[config.mk]
export PLATFORM = sky130hd
export DESIGN_NAME = std_fp_div_arbiter_flat
export DESIGN_NICKNAME = d
export VERILOG_FILES = /design/src/rtl/std_fp_div_arbiter_if.sv /design/src/rtl/std_fp_div_arbiter.sv /design/src/flat_wrapper.sv
export SDC_FILE = /design/constraint.sdc
export NUM_CORES = 1
export LEC_CHECK = 0
export ABC_CLOCK_PERIOD_IN_PS = 2060
export BUFFER_PORTS_ARGS = -buffer_cell sky130_fd_sc_hd__buf_2
export CAP_MARGIN = 5
export CORE_AREA = 8 8 177 179
export DETAILED_ROUTE_END_ITERATION = 16
export DIE_AREA = 0 0 185 187
export SKIP_LAST_GASP = 1
export SYNTH_ARGS = -nofsm -noshare
export SYNTH_HDL_FRONTEND = slang
export SYNTH_SLANG_ARGS = --single-unit
[constraint.sdc]
create_clock -name clk -period 2.06 [get_ports clk]
set_clock_uncertainty 0.15 [all_clocks]
set_input_delay 0.412 -clock clk [delete_from_list [all_inputs] [get_ports clk]]
set_output_delay 0.412 -clock clk [all_outputs]
set_load 0.02 [all_outputs]
[src/rtl/std_fp_div_arbiter_if.sv]
// Requester, response and divider-side signals of the shared fixed-point divider arbiter.
// master = arbiter side, slave = requesters/consumer/divider side.
interface std_fp_div_arbiter_if #(
  parameter int WIDTH = 32,
  parameter int NREQ  = 4,
  parameter int IDW   = (NREQ > 1) ? $clog2(NREQ) : 1
);
  logic [NREQ-1:0]       req;
  logic [NREQ*WIDTH-1:0] left_in;
  logic [NREQ*WIDTH-1:0] right_in;
  logic [NREQ-1:0]       ack;

  logic                  resp_valid;
  logic                  resp_ready;
  logic [IDW-1:0]        resp_id;
  logic [WIDTH-1:0]      resp_quotient;
  logic [WIDTH-1:0]      resp_remainder;
  logic                  resp_err;

  logic                  div_go;
  logic [WIDTH-1:0]      div_left;
  logic [WIDTH-1:0]      div_right;
  logic [WIDTH-1:0]      div_quotient;
  logic [WIDTH-1:0]      div_remainder;
  logic                  div_done;

  logic                  busy;

  modport master (
    input  req, left_in, right_in, resp_ready,
    input  div_quotient, div_remainder, div_done,
    output ack, resp_valid, resp_id, resp_quotient, resp_remainder, resp_err,
    output div_go, div_left, div_right, busy
  );

  modport slave (
    output req, left_in, right_in, resp_ready,
    output div_quotient, div_remainder, div_done,
    input  ack, resp_valid, resp_id, resp_quotient, resp_remainder, resp_err,
    input  div_go, div_left, div_right, busy
  );
endinterface

[src/rtl/std_fp_div_arbiter.sv]
// Round-robin arbiter sharing one go/done fixed-point divider among NREQ requesters.
// Optional macro STD_FP_DIV_ARB_DIVZERO_EN: zero divisors bypass the divider and report resp_err.
module std_fp_div_arbiter #(
  parameter int WIDTH      = 32,
  parameter int INT_WIDTH  = 16,
  parameter int FRAC_WIDTH = 16,
  parameter int NREQ       = 4
) (
  input  logic                   clk,
  input  logic                   reset_n,
  std_fp_div_arbiter_if.master   bus
);

  localparam int IDW = (NREQ > 1) ? $clog2(NREQ) : 1;
  localparam logic [IDW-1:0] LAST_INIT = IDW'(NREQ - 1);

  // The Q format only matters to the divider; catch inconsistent instantiations early.
  if (INT_WIDTH + FRAC_WIDTH != WIDTH) begin : g_fmt_check
    $error("std_fp_div_arbiter: INT_WIDTH + FRAC_WIDTH must equal WIDTH");
  end
  if (NREQ < 1) begin : g_nreq_check
    $error("std_fp_div_arbiter: NREQ must be >= 1");
  end

  typedef enum logic [1:0] {
    S_IDLE = 2'd0,
    S_RUN  = 2'd1,
    S_RESP = 2'd2
  } state_t;

  state_t            state, state_d;
  logic [IDW-1:0]    last, last_d;
  logic [NREQ-1:0]   ack_q, ack_d;
  logic              go_q, go_d;
  logic [WIDTH-1:0]  left_q, left_d;
  logic [WIDTH-1:0]  right_q, right_d;
  logic [IDW-1:0]    id_q, id_d;
  logic              valid_q, valid_d;
  logic [WIDTH-1:0]  quot_q, quot_d;
  logic [WIDTH-1:0]  rem_q, rem_d;
`ifdef STD_FP_DIV_ARB_DIVZERO_EN
  logic              err_q, err_d;
`endif

  logic              found;
  logic [IDW-1:0]    winner;
  logic [WIDTH-1:0]  win_left;
  logic [WIDTH-1:0]  win_right;

  // Round-robin search starting just after the last winner, wrapping mod NREQ.
  always_comb begin
    found  = 1'b0;
    winner = '0;
    for (int k = 1; k <= NREQ; k++) begin
      if (!found && bus.req[(int'(last) + k) % NREQ]) begin
        found  = 1'b1;
        winner = IDW'((int'(last) + k) % NREQ);
      end
    end
  end

  assign win_left  = bus.left_in[int'(winner)*WIDTH +: WIDTH];
  assign win_right = bus.right_in[int'(winner)*WIDTH +: WIDTH];

  always_comb begin
    state_d = state;
    last_d  = last;
    ack_d   = '0;
    go_d    = go_q;
    left_d  = left_q;
    right_d = right_q;
    id_d    = id_q;
    valid_d = valid_q;
    quot_d  = quot_q;
    rem_d   = rem_q;
`ifdef STD_FP_DIV_ARB_DIVZERO_EN
    err_d   = err_q;
`endif

    unique case (state)
      S_IDLE: begin
        if (found) begin
          ack_d[winner] = 1'b1;
          left_d        = win_left;
          right_d       = win_right;
          id_d          = winner;
          last_d        = winner;
`ifdef STD_FP_DIV_ARB_DIVZERO_EN
          if (win_right == '0) begin
            quot_d  = '1;
            rem_d   = win_left;
            err_d   = 1'b1;
            valid_d = 1'b1;
            state_d = S_RESP;
          end else begin
            err_d   = 1'b0;
            go_d    = 1'b1;
            state_d = S_RUN;
          end
`else
          go_d    = 1'b1;
          state_d = S_RUN;
`endif
        end
      end

      S_RUN: begin
        if (bus.div_done) begin
          quot_d  = bus.div_quotient;
          rem_d   = bus.div_remainder;
          valid_d = 1'b1;
          go_d    = 1'b0;
          state_d = S_RESP;
        end
      end

      S_RESP: begin
        if (valid_q && bus.resp_ready) begin
          valid_d = 1'b0;
          state_d = S_IDLE;
        end
      end

      default: begin
        state_d = S_IDLE;
        go_d    = 1'b0;
        valid_d = 1'b0;
      end
    endcase
  end

  // Every register clears on reset, aborting any in-flight operation without a response.
  always_ff @(posedge clk or negedge reset_n) begin
    if (!reset_n) begin
      state   <= S_IDLE;
      last    <= LAST_INIT;
      ack_q   <= '0;
      go_q    <= 1'b0;
      left_q  <= '0;
      right_q <= '0;
      id_q    <= '0;
      valid_q <= 1'b0;
      quot_q  <= '0;
      rem_q   <= '0;
`ifdef STD_FP_DIV_ARB_DIVZERO_EN
      err_q   <= 1'b0;
`endif
    end else begin
      state   <= state_d;
      last    <= last_d;
      ack_q   <= ack_d;
      go_q    <= go_d;
      left_q  <= left_d;
      right_q <= right_d;
      id_q    <= id_d;
      valid_q <= valid_d;
      quot_q  <= quot_d;
      rem_q   <= rem_d;
`ifdef STD_FP_DIV_ARB_DIVZERO_EN
      err_q   <= err_d;
`endif
    end
  end

  assign bus.ack            = ack_q;
  assign bus.div_go         = go_q;
  assign bus.div_left       = left_q;
  assign bus.div_right      = right_q;
  assign bus.resp_id        = id_q;
  assign bus.resp_valid     = valid_q;
  assign bus.resp_quotient  = quot_q;
  assign bus.resp_remainder = rem_q;
`ifdef STD_FP_DIV_ARB_DIVZERO_EN
  assign bus.resp_err       = err_q;
`else
  assign bus.resp_err       = 1'b0;
`endif
  assign bus.busy           = (state != S_IDLE);

  a_ack_onehot: assert property (@(posedge clk) disable iff (!reset_n) $onehot0(ack_q));
  a_go_run:     assert property (@(posedge clk) disable iff (!reset_n) go_q == (state == S_RUN));
  a_valid_resp: assert property (@(posedge clk) disable iff (!reset_n) valid_q == (state == S_RESP));
  a_resp_hold:  assert property (@(posedge clk) disable iff (!reset_n)
                  (valid_q && !bus.resp_ready) |=> (valid_q && $stable(quot_q) && $stable(rem_q) && $stable(id_q)));

endmodule

[src/flat_wrapper.sv]
// flat-port wrapper written by rule: the top's interface ports become plain ports
module std_fp_div_arbiter_flat 
#(
  parameter int WIDTH      = 32,
  parameter int INT_WIDTH  = 16,
  parameter int FRAC_WIDTH = 16,
  parameter int NREQ       = 4
)
  (clk, reset_n, bus_req, bus_left_in, bus_right_in, bus_resp_ready, bus_div_quotient, bus_div_remainder, bus_div_done, bus_ack, bus_resp_valid, bus_resp_id, bus_resp_quotient, bus_resp_remainder, bus_resp_err, bus_div_go, bus_div_left, bus_div_right, bus_busy);
  std_fp_div_arbiter_if #(.WIDTH(WIDTH), .NREQ(NREQ)) bus_i ();
  input  logic clk;
  input  logic reset_n;
  input wire logic [$bits(bus_i.req)-1:0] bus_req;
  input wire logic [$bits(bus_i.left_in)-1:0] bus_left_in;
  input wire logic [$bits(bus_i.right_in)-1:0] bus_right_in;
  input wire logic [$bits(bus_i.resp_ready)-1:0] bus_resp_ready;
  input wire logic [$bits(bus_i.div_quotient)-1:0] bus_div_quotient;
  input wire logic [$bits(bus_i.div_remainder)-1:0] bus_div_remainder;
  input wire logic [$bits(bus_i.div_done)-1:0] bus_div_done;
  output wire logic [$bits(bus_i.ack)-1:0] bus_ack;
  output wire logic [$bits(bus_i.resp_valid)-1:0] bus_resp_valid;
  output wire logic [$bits(bus_i.resp_id)-1:0] bus_resp_id;
  output wire logic [$bits(bus_i.resp_quotient)-1:0] bus_resp_quotient;
  output wire logic [$bits(bus_i.resp_remainder)-1:0] bus_resp_remainder;
  output wire logic [$bits(bus_i.resp_err)-1:0] bus_resp_err;
  output wire logic [$bits(bus_i.div_go)-1:0] bus_div_go;
  output wire logic [$bits(bus_i.div_left)-1:0] bus_div_left;
  output wire logic [$bits(bus_i.div_right)-1:0] bus_div_right;
  output wire logic [$bits(bus_i.busy)-1:0] bus_busy;
  assign bus_i.req = bus_req;
  assign bus_i.left_in = bus_left_in;
  assign bus_i.right_in = bus_right_in;
  assign bus_i.resp_ready = bus_resp_ready;
  assign bus_i.div_quotient = bus_div_quotient;
  assign bus_i.div_remainder = bus_div_remainder;
  assign bus_i.div_done = bus_div_done;
  assign bus_ack = bus_i.ack;
  assign bus_resp_valid = bus_i.resp_valid;
  assign bus_resp_id = bus_i.resp_id;
  assign bus_resp_quotient = bus_i.resp_quotient;
  assign bus_resp_remainder = bus_i.resp_remainder;
  assign bus_resp_err = bus_i.resp_err;
  assign bus_div_go = bus_i.div_go;
  assign bus_div_left = bus_i.div_left;
  assign bus_div_right = bus_i.div_right;
  assign bus_busy = bus_i.busy;
  std_fp_div_arbiter #(.WIDTH(WIDTH), .INT_WIDTH(INT_WIDTH), .FRAC_WIDTH(FRAC_WIDTH), .NREQ(NREQ)) u_core (.clk(clk), .reset_n(reset_n), .bus(bus_i));
endmodule
==> results of run 1 <==
==> cells by family after synthesis <==
logic type | after synthesis
flip-flops | 140
buffers and inverters | 70
AND/OR/NAND/NOR | 159
AO/OA/AOI/OAI | 140
other | 1
multiplexers | 129
==> metrics by stage <==
| step | power, mW | hold slack [ps] | setup TNS, ps |
|---|---|---|---|
| final | 18.3 | 74.8 | -6060 |
| after CTS | 18.3 | 50.0 | -6160 |
| after detailed placement | 14.9 | 227 | -17920 |
| after global placement | 14.7 | 227 | -15800 |
| after floorplan | 10.7 | -33.6 | -3640 |
| after global routing | 19.4 | 47.4 | -11480 |
==> power breakdown <==
group          internal, mW  leakage [nW]  switching [mW]
Clock                  1.88         0.295            1.32
Sequential             4.19          1.61           0.719
Combinational          4.37          3.80            5.83
==> worst max path at each step <==
stage	slack (ps)	depth (start not counted)	to	startpoint
floorplan	-90	8	u_core.bus.div_right[0]	u_core.state[0]
global placement	-350	10	u_core.bus.div_left[3]	bus_req[1]
detailed placement	-360	9	u_core.bus.div_right[3]	bus_req[0]
CTS	-140	6	u_core.bus.div_left[13]	u_core.last[1]
global route	-230	6	u_core.bus.div_left[16]	u_core.last[1]
finish	-140	6	u_core.bus.div_left[16]	u_core.last[1]
==> layout make-up <==
class	count	area (um^2)	area share, %
Clock buffer	19	453	3.93
Clock inverter	13	155	1.35
Inverter	2	7.51	0.0651
Multi-Input combinational cell	429	3650	31.7
Sequential cell	140	3510	30.4
Tap cell	384	480	4.17
Timing Repair Buffer	551	3280	28.4
==> placed cells by master (no fill, tap or decap), types with 4 or more instances in the layout <==
| cell type | n |
|---|---|
| a221oi_2 | 29 |
| buf_12 | 19 |
| mux2i_2 | 15 |
| a221oi_1 | 34 |
| a211oi_2 | 10 |
| buf_2 | 463 |
| mux2i_1 | 50 |
| a211oi_1 | 56 |
| nand2_1 | 8 |
| buf_4 | 60 |
| inv_6 | 4 |
| a21oi_1 | 4 |
| mux2_2 | 64 |
| and3_1 | 64 |
| clkbuf_16 | 18 |
| nor2_1 | 70 |
| buf_6 | 6 |
| dfrtp_1 | 138 |
==> per-layer routing <==
| metal | part of all wire, % | track usage [%] | up-vias | routed length (um) |
|---|---|---|---|---|
| met5 | 0.040 | 0 | - | 13 |
| met4 | 2.4 | 5.94 | 2 | 755 |
| met3 | 8.9 | 5.36 | 41 | 2860 |
| met2 | 50 | 31.5 | 369 | 15900 |
| met1 | 39 | 20.1 | 3547 | 12500 |
| li1 | - | - | 3434 | - |
==> what timing repair did <==
item,in CTS,in global routing
resized for setup,18,24
gates cloned,0,1
pin swaps,0,3
setup endpoints to repair,66,67
hold buffers,1,0
endpoints found under the hold margin,31,0
buffers inserted,3,2
==> flip-flops by register name, summed over array words and instances, names as in the netlist <==
register / count
u_core.bus.resp_valid: 1
u_core.bus.resp_remainder: 32
u_core.bus.resp_quotient: 32
u_core.last: 2
u_core.bus.resp_id: 2
u_core.state: 2
u_core.bus.ack: 4
u_core.bus.div_go: 1
u_core.bus.div_right: 32
u_core.bus.div_left: 32
==> worst register-to-register path, delay by kind of cell (launching register included) <==
| kind | cells | cell delay, ps |
|---|---|---|
| buffers and inverters | 2 | 400 |
| AND/OR/NAND/NOR | 1 | 500 |
| flip-flops | 1 | 610 |
| AO/OA/AOI/OAI | 3 | 410 |
==> impl_metrics.csv, run 1 <==
group,metric,value,unit
status,status,"finished, violations left",
status,violations,"setup timing",
synthesis,yosysMostFrequentCell,"dfrtp_1",
sta,timing.fmax,454,MHz
detailed_routing,wl_per_cell,20.9,um
critical_path,critPathMaxStageDelay,610,ps
worst_hold_path,hp-class,"in -> reg",
detailed_routing,post-route-drc-count,0,
die,die_area,34600,um^2
finish,n_antenna_cell,0,
sta,finalSetupViolations,65,
synthesis,synth_top_family_by_area,"multiplexers",
synthesis,synth_nets,967,
finish,instances_no_fill,1538,
place,dp_slack,-356,ps
place,dp.cells,1499,
grt,antenna_found_initial,1,
grt,grt_pass1_wl,47.6,mm
detailed_routing,drt-total-wl,32.1,mm
clock_tree,h-tree-depth,4,
critical_path,critPathMostFrequentCell,"a211oi_1",
clock_tree,root_buffer,"clkbuf_16",
grt,overflow,0,
critical_path,crit_path_end_kind,"register",
detailed_routing,drt_iter0_markers,332,
die,rows,62,
synthesis,synth_compound_area_share,17.1,%
clock_tree,clkSinkCount,140,
synthesis,yosysWarnings,0,
place,placed_area,10700,um^2
synthesis,synth_mux_area_share,18.9,%
worst_hold_path,whs_path_depth,2,
critical_path,path_delay_family,"flip-flops",
power,p_leak,5.70,nW
detailed_routing,vias_per_cell,4.81,
synthesis,synth_area_leaders,"dfrtp_1 48%, mux2_2 9.9%, mux2i_1 9.0%",
synthesis,synthFlopType,"dfrtp_1",
synthesis,syn_area_per_cell,11.4,um^2
critical_path,critPathMaxFanout,32,
run,maxCapViolations,0,
die,die_y,187,um
critical_path,crit-reg2reg-launch,"u_core.last[1]",
worst_hold_path,min-delay-start,"bus_div_quotient[10]",
clock_tree,insertion_delay,410,ps
power,p_per_area,1590,nW/um^2
critical_path,required,2200,ps
critical_path,regToRegSetupSlack,-140,ps
grt,grt_pass1_vias,8256,
finish,fin_util,40.6,%
critical_path,worst_r2r_path_depth,6,
sta,grt_setup_unrepaired,"true",
die,coreArea,28400,um^2
synthesis,synth_top_area_share,47.5,%
synthesis,netlist_instances,639,
place,routabilityCongestion,0.797,
synthesis,ys_seq_elements,140,
synthesis,ys_async_sr_fraction,100,%
place,place_hpwl,25.6,mm
critical_path,startpoint_type,"register",
synthesis,seq_area_frac_synth,48.3,%
synthesis,synth_edf_count,0,
sta,worst_slack,-141,ps
detailed_routing,firstDrtPassIters,4,
place,portBuffers,464,
sta,min_period,2200,ps
die,die_w,185,um
critical_path,crit_arrival,2340,ps
critical_path,worstSetupPathType,"reg -> reg",
sta,finalCritPeriodShare,107,%
detailed_routing,route.vias.total,7393,
synthesis,yosys.area_share.xor_xnor,0,%
synthesis,synth_area,7270,um^2
finish,stdcell_area,11500,um^2
critical_path,path_cells,"a211oi_1 -> or4_4 -> buf_12 -> buf_4 -> a221oi_1 -> a211oi_1",
critical_path,critPathSlowestCell,"dfstp_2",
clock_tree,cts_tree,"yes",
finish,final_layout_size_suffix_gt1_share,62.0,%
die,start_util,25.6,%
synthesis,synth_cell_types,33,
critical_path,r2r-end,"u_core.bus.div_left[16]",
detailed_routing,ant_nets,0,
synthesis,netlist_top_cells_count,"138 x dfrtp_1, 72 x nor2_1, 66 x a211oi_1",
synthesis,yosysTopAreaCell,"dfrtp_1",
die,pin_count,466,
clock_tree,cts_buffer_depth,2,
synthesis,synth_simple_gate_area_share,10.9,%
finish,fin_nets,1469,
grt,grt_usage,17.9,%
critical_path,cp_num_buf_inv,2,
finish,fillers,2784,
synthesis,synth_adder_area_share,0,%
clock_tree,cts.clk_slew.worst_paths,70,ps
power,ir_drop,0.619,mV
sta,slew_viol_final,0,
grt,grt_max_degree,66,
sta,hold_viol_final,0,
worst_hold_path,hold_end,"u_core.bus.resp_quotient[10]",
finish,area_delta_synth_final,58.8,%
clock_tree,cts_buffers,17,
(Power assumes the default switching activity.)
==> run 2: changes to the inputs <==
--- a/constraint.sdc
+++ b/constraint.sdc
@@ -3,3 +3,3 @@
 set_input_delay 0.412 -clock clk [delete_from_list [all_inputs] [get_ports clk]]
 set_output_delay 0.412 -clock clk [all_outputs]
-set_load 0.02 [all_outputs]
+set_load 0.05 [all_outputs]
==> impl_metrics.csv, run 2 (synthesized netlist as in run 1, its figures left out) <==
group,metric,value,unit
status,status,"finished, violations left",
status,violations,"setup timing",
die,coreArea,28400,um^2
die,rows,62,
clock_tree,clkSinkCount,140,
die,start_util,25.6,%
place,dp.cells,1479,
critical_path,crit_arrival,2460,ps
detailed_routing,ant_nets,0,
power,ir_drop,0.810,mV
sta,grt_setup_unrepaired,"true",
critical_path,critPathMaxStageDelay,600,ps
finish,layout_common_cells,"463 x buf_2, 138 x dfrtp_1, 69 x nor2_1",
critical_path,cp_num_buf_inv,3,
finish,seqCellArea,3510,um^2
die,die_w,185,um
sta,min_period,2310,ps
power,netSwitchingFraction,50.7,%
worst_hold_path,hp-class,"in -> reg",
sta,slew_viol_final,0,
place,portBuffers,464,
detailed_routing,wl_per_cell,23.0,um
detailed_routing,post-route-drc-count,0,
power,pwr-share-clk,14.9,%
finish,fin_nets,1483,
grt,grt.busiest_layer,"met2",
sta,worst_slack,-252,ps
grt,overflow,0,
finish,stdcell_area,12300,um^2
critical_path,path_cells,"buf_6 -> a211oi_4 -> or4_4 -> buf_12 -> buf_4 -> a221oi_1 -> a211oi_1",
clock_tree,cts_buffers,17,
sta,hold_viol_final,0,
detailed_routing,firstDrtPassIters,7,
grt,grt_max_degree,42,
sta,timing.fmax,432,MHz
grt,grt_pass1_wl,48.9,mm
critical_path,critPathMaxFanout,15,
finish,multi_input_area,4020,um^2
critical_path,crit_path_end_kind,"register",
die,pin_count,466,
grt,grt_use_met3,5.61,%
grt,met1_usage,21.0,%
power,power_frac_seq,21.5,%
grt,antenna_found_initial,2,
finish,area_delta_synth_final,68.8,%
clock_tree,cts_tree,"yes",
power,switchingPower,11.7,mW
clock_tree,cts.clk_slew.worst_paths,70,ps
power,comb_power_share,63.6,%
sta,finalSetupViolations,66,
finish,instances_no_fill,1552,
detailed_routing,drt_iter0_markers,383,
critical_path,worstSetupPathType,"reg -> reg",
power,p_leak,5.93,nW
grt,grt_usage,18.6,%
run,maxCapViolations,0,
detailed_routing,drt-total-wl,35.6,mm
grt,grt_pass1_vias,8033,
sta,finalCritPeriodShare,112,%
place,routabilityCongestion,0.834,
detailed_routing,route.vias.total,7549,
clock_tree,insertion_delay,420,ps
detailed_routing,vias_per_cell,4.86,
clock_tree,h-tree-depth,4,
grt,grt.met2_usage,33.4,%
critical_path,startpoint_type,"register",
finish,final_layout_size_suffix_gt1_share,65.3,%
clock_tree,cts_buffer_depth,2,
place,dp_slack,-389,ps
critical_path,critPathSlowestCell,"dfstp_2",
finish,fillers,2756,
finish,layout_commonest_cell,"buf_2",
critical_path,path_delay_family,"flip-flops",
die,die_area,34600,um^2
place,place_hpwl,25.4,mm
die,die_y,187,um
power,p_per_area,1870,nW/um^2
critical_path,required,2210,ps
critical_path,regToRegSetupSlack,-250,ps
place,placed_area,10500,um^2
clock_tree,root_buffer,"clkbuf_16",
power,intPower,11.3,mW
-- run 2: power groups by stage --
stage                     clock, mW  sequential [mW]  combinational (mW)
final                          3.43             4.93                14.6
after global routing           3.62             5.10                15.3
after CTS                      3.51             4.92                13.6
after detailed placement          0             4.95                12.7
after global placement            0             4.92                12.6
after floorplan                   0             9.56                4.20
-- run 2: area by class of cell --
type                            instances  area share (%)
Multi-Input combinational cell        429            32.7
Tap cell                              384            3.92
Antenna cell                            1          0.0204
Clock buffer                           17            3.47
Sequential cell                       140            28.6
Timing Repair Buffer                  565            29.5
Clock inverter                         14            1.69
Inverter                                2          0.0612
-- run 2: worst register-to-register path, delay by kind of cell, from the launching register on --
family,cells,cell delay [ps]
simple gates,1,550
buf+inv,3,500
flops,1,600
compound gates,3,400
-- run 2: metal layers --
metal | part of all wire, % | vias to the layer above
met4 | 2.4 | 2
met1 | 38 | 3625
met5 | 0.036 | -
met2 | 51 | 397
met3 | 8.5 | 52
li1 | - | 3473
-- run 2: path summary, 6_finish.rpt --
kind,endpoint,cells past startpoint,start
setup / recovery,u_core.bus.div_left[18],7,u_core.last[1]
hold / removal,u_core.bus.resp_quotient[7],2,bus_div_quotient[7]
setup reg to reg,u_core.bus.div_left[18],7,u_core.last[1]
hold reg to reg,u_core.bus.resp_quotient[2],1,u_core.bus.resp_quotient[2]
max in group asynchronous,u_core.bus.resp_remainder[27],3,reset_n
min in group asynchronous,u_core.bus.div_right[22],2,reset_n
-- run 2: metrics by stage --
step	power [mW]	hold WS, ps	util, %	TNS, ps
2_1_floorplan	13.8	-33.6	-	-7120
3_3_place_gp	17.5	202	36.9	-10600
3_5_place_dp	17.7	211	36.9	-11790
4_1_cts	22.1	41.6	40.9	-5530
5_1_grt	24.1	43.9	43.2	-12790
6_report	23.0	61.9	43.2	-7870
-- run 2: timing repair --
| action | CTS | global route |
|---|---|---|
| gates cloned | 5 | 7 |
| hold endpoints to repair | 25 | 0 |
| hold buffers | 1 | 0 |
| resized for setup | 39 | 87 |
| setup buffers | 16 | 19 |
| setup endpoints to repair | 64 | 67 |
| pin swaps | 10 | 22 |
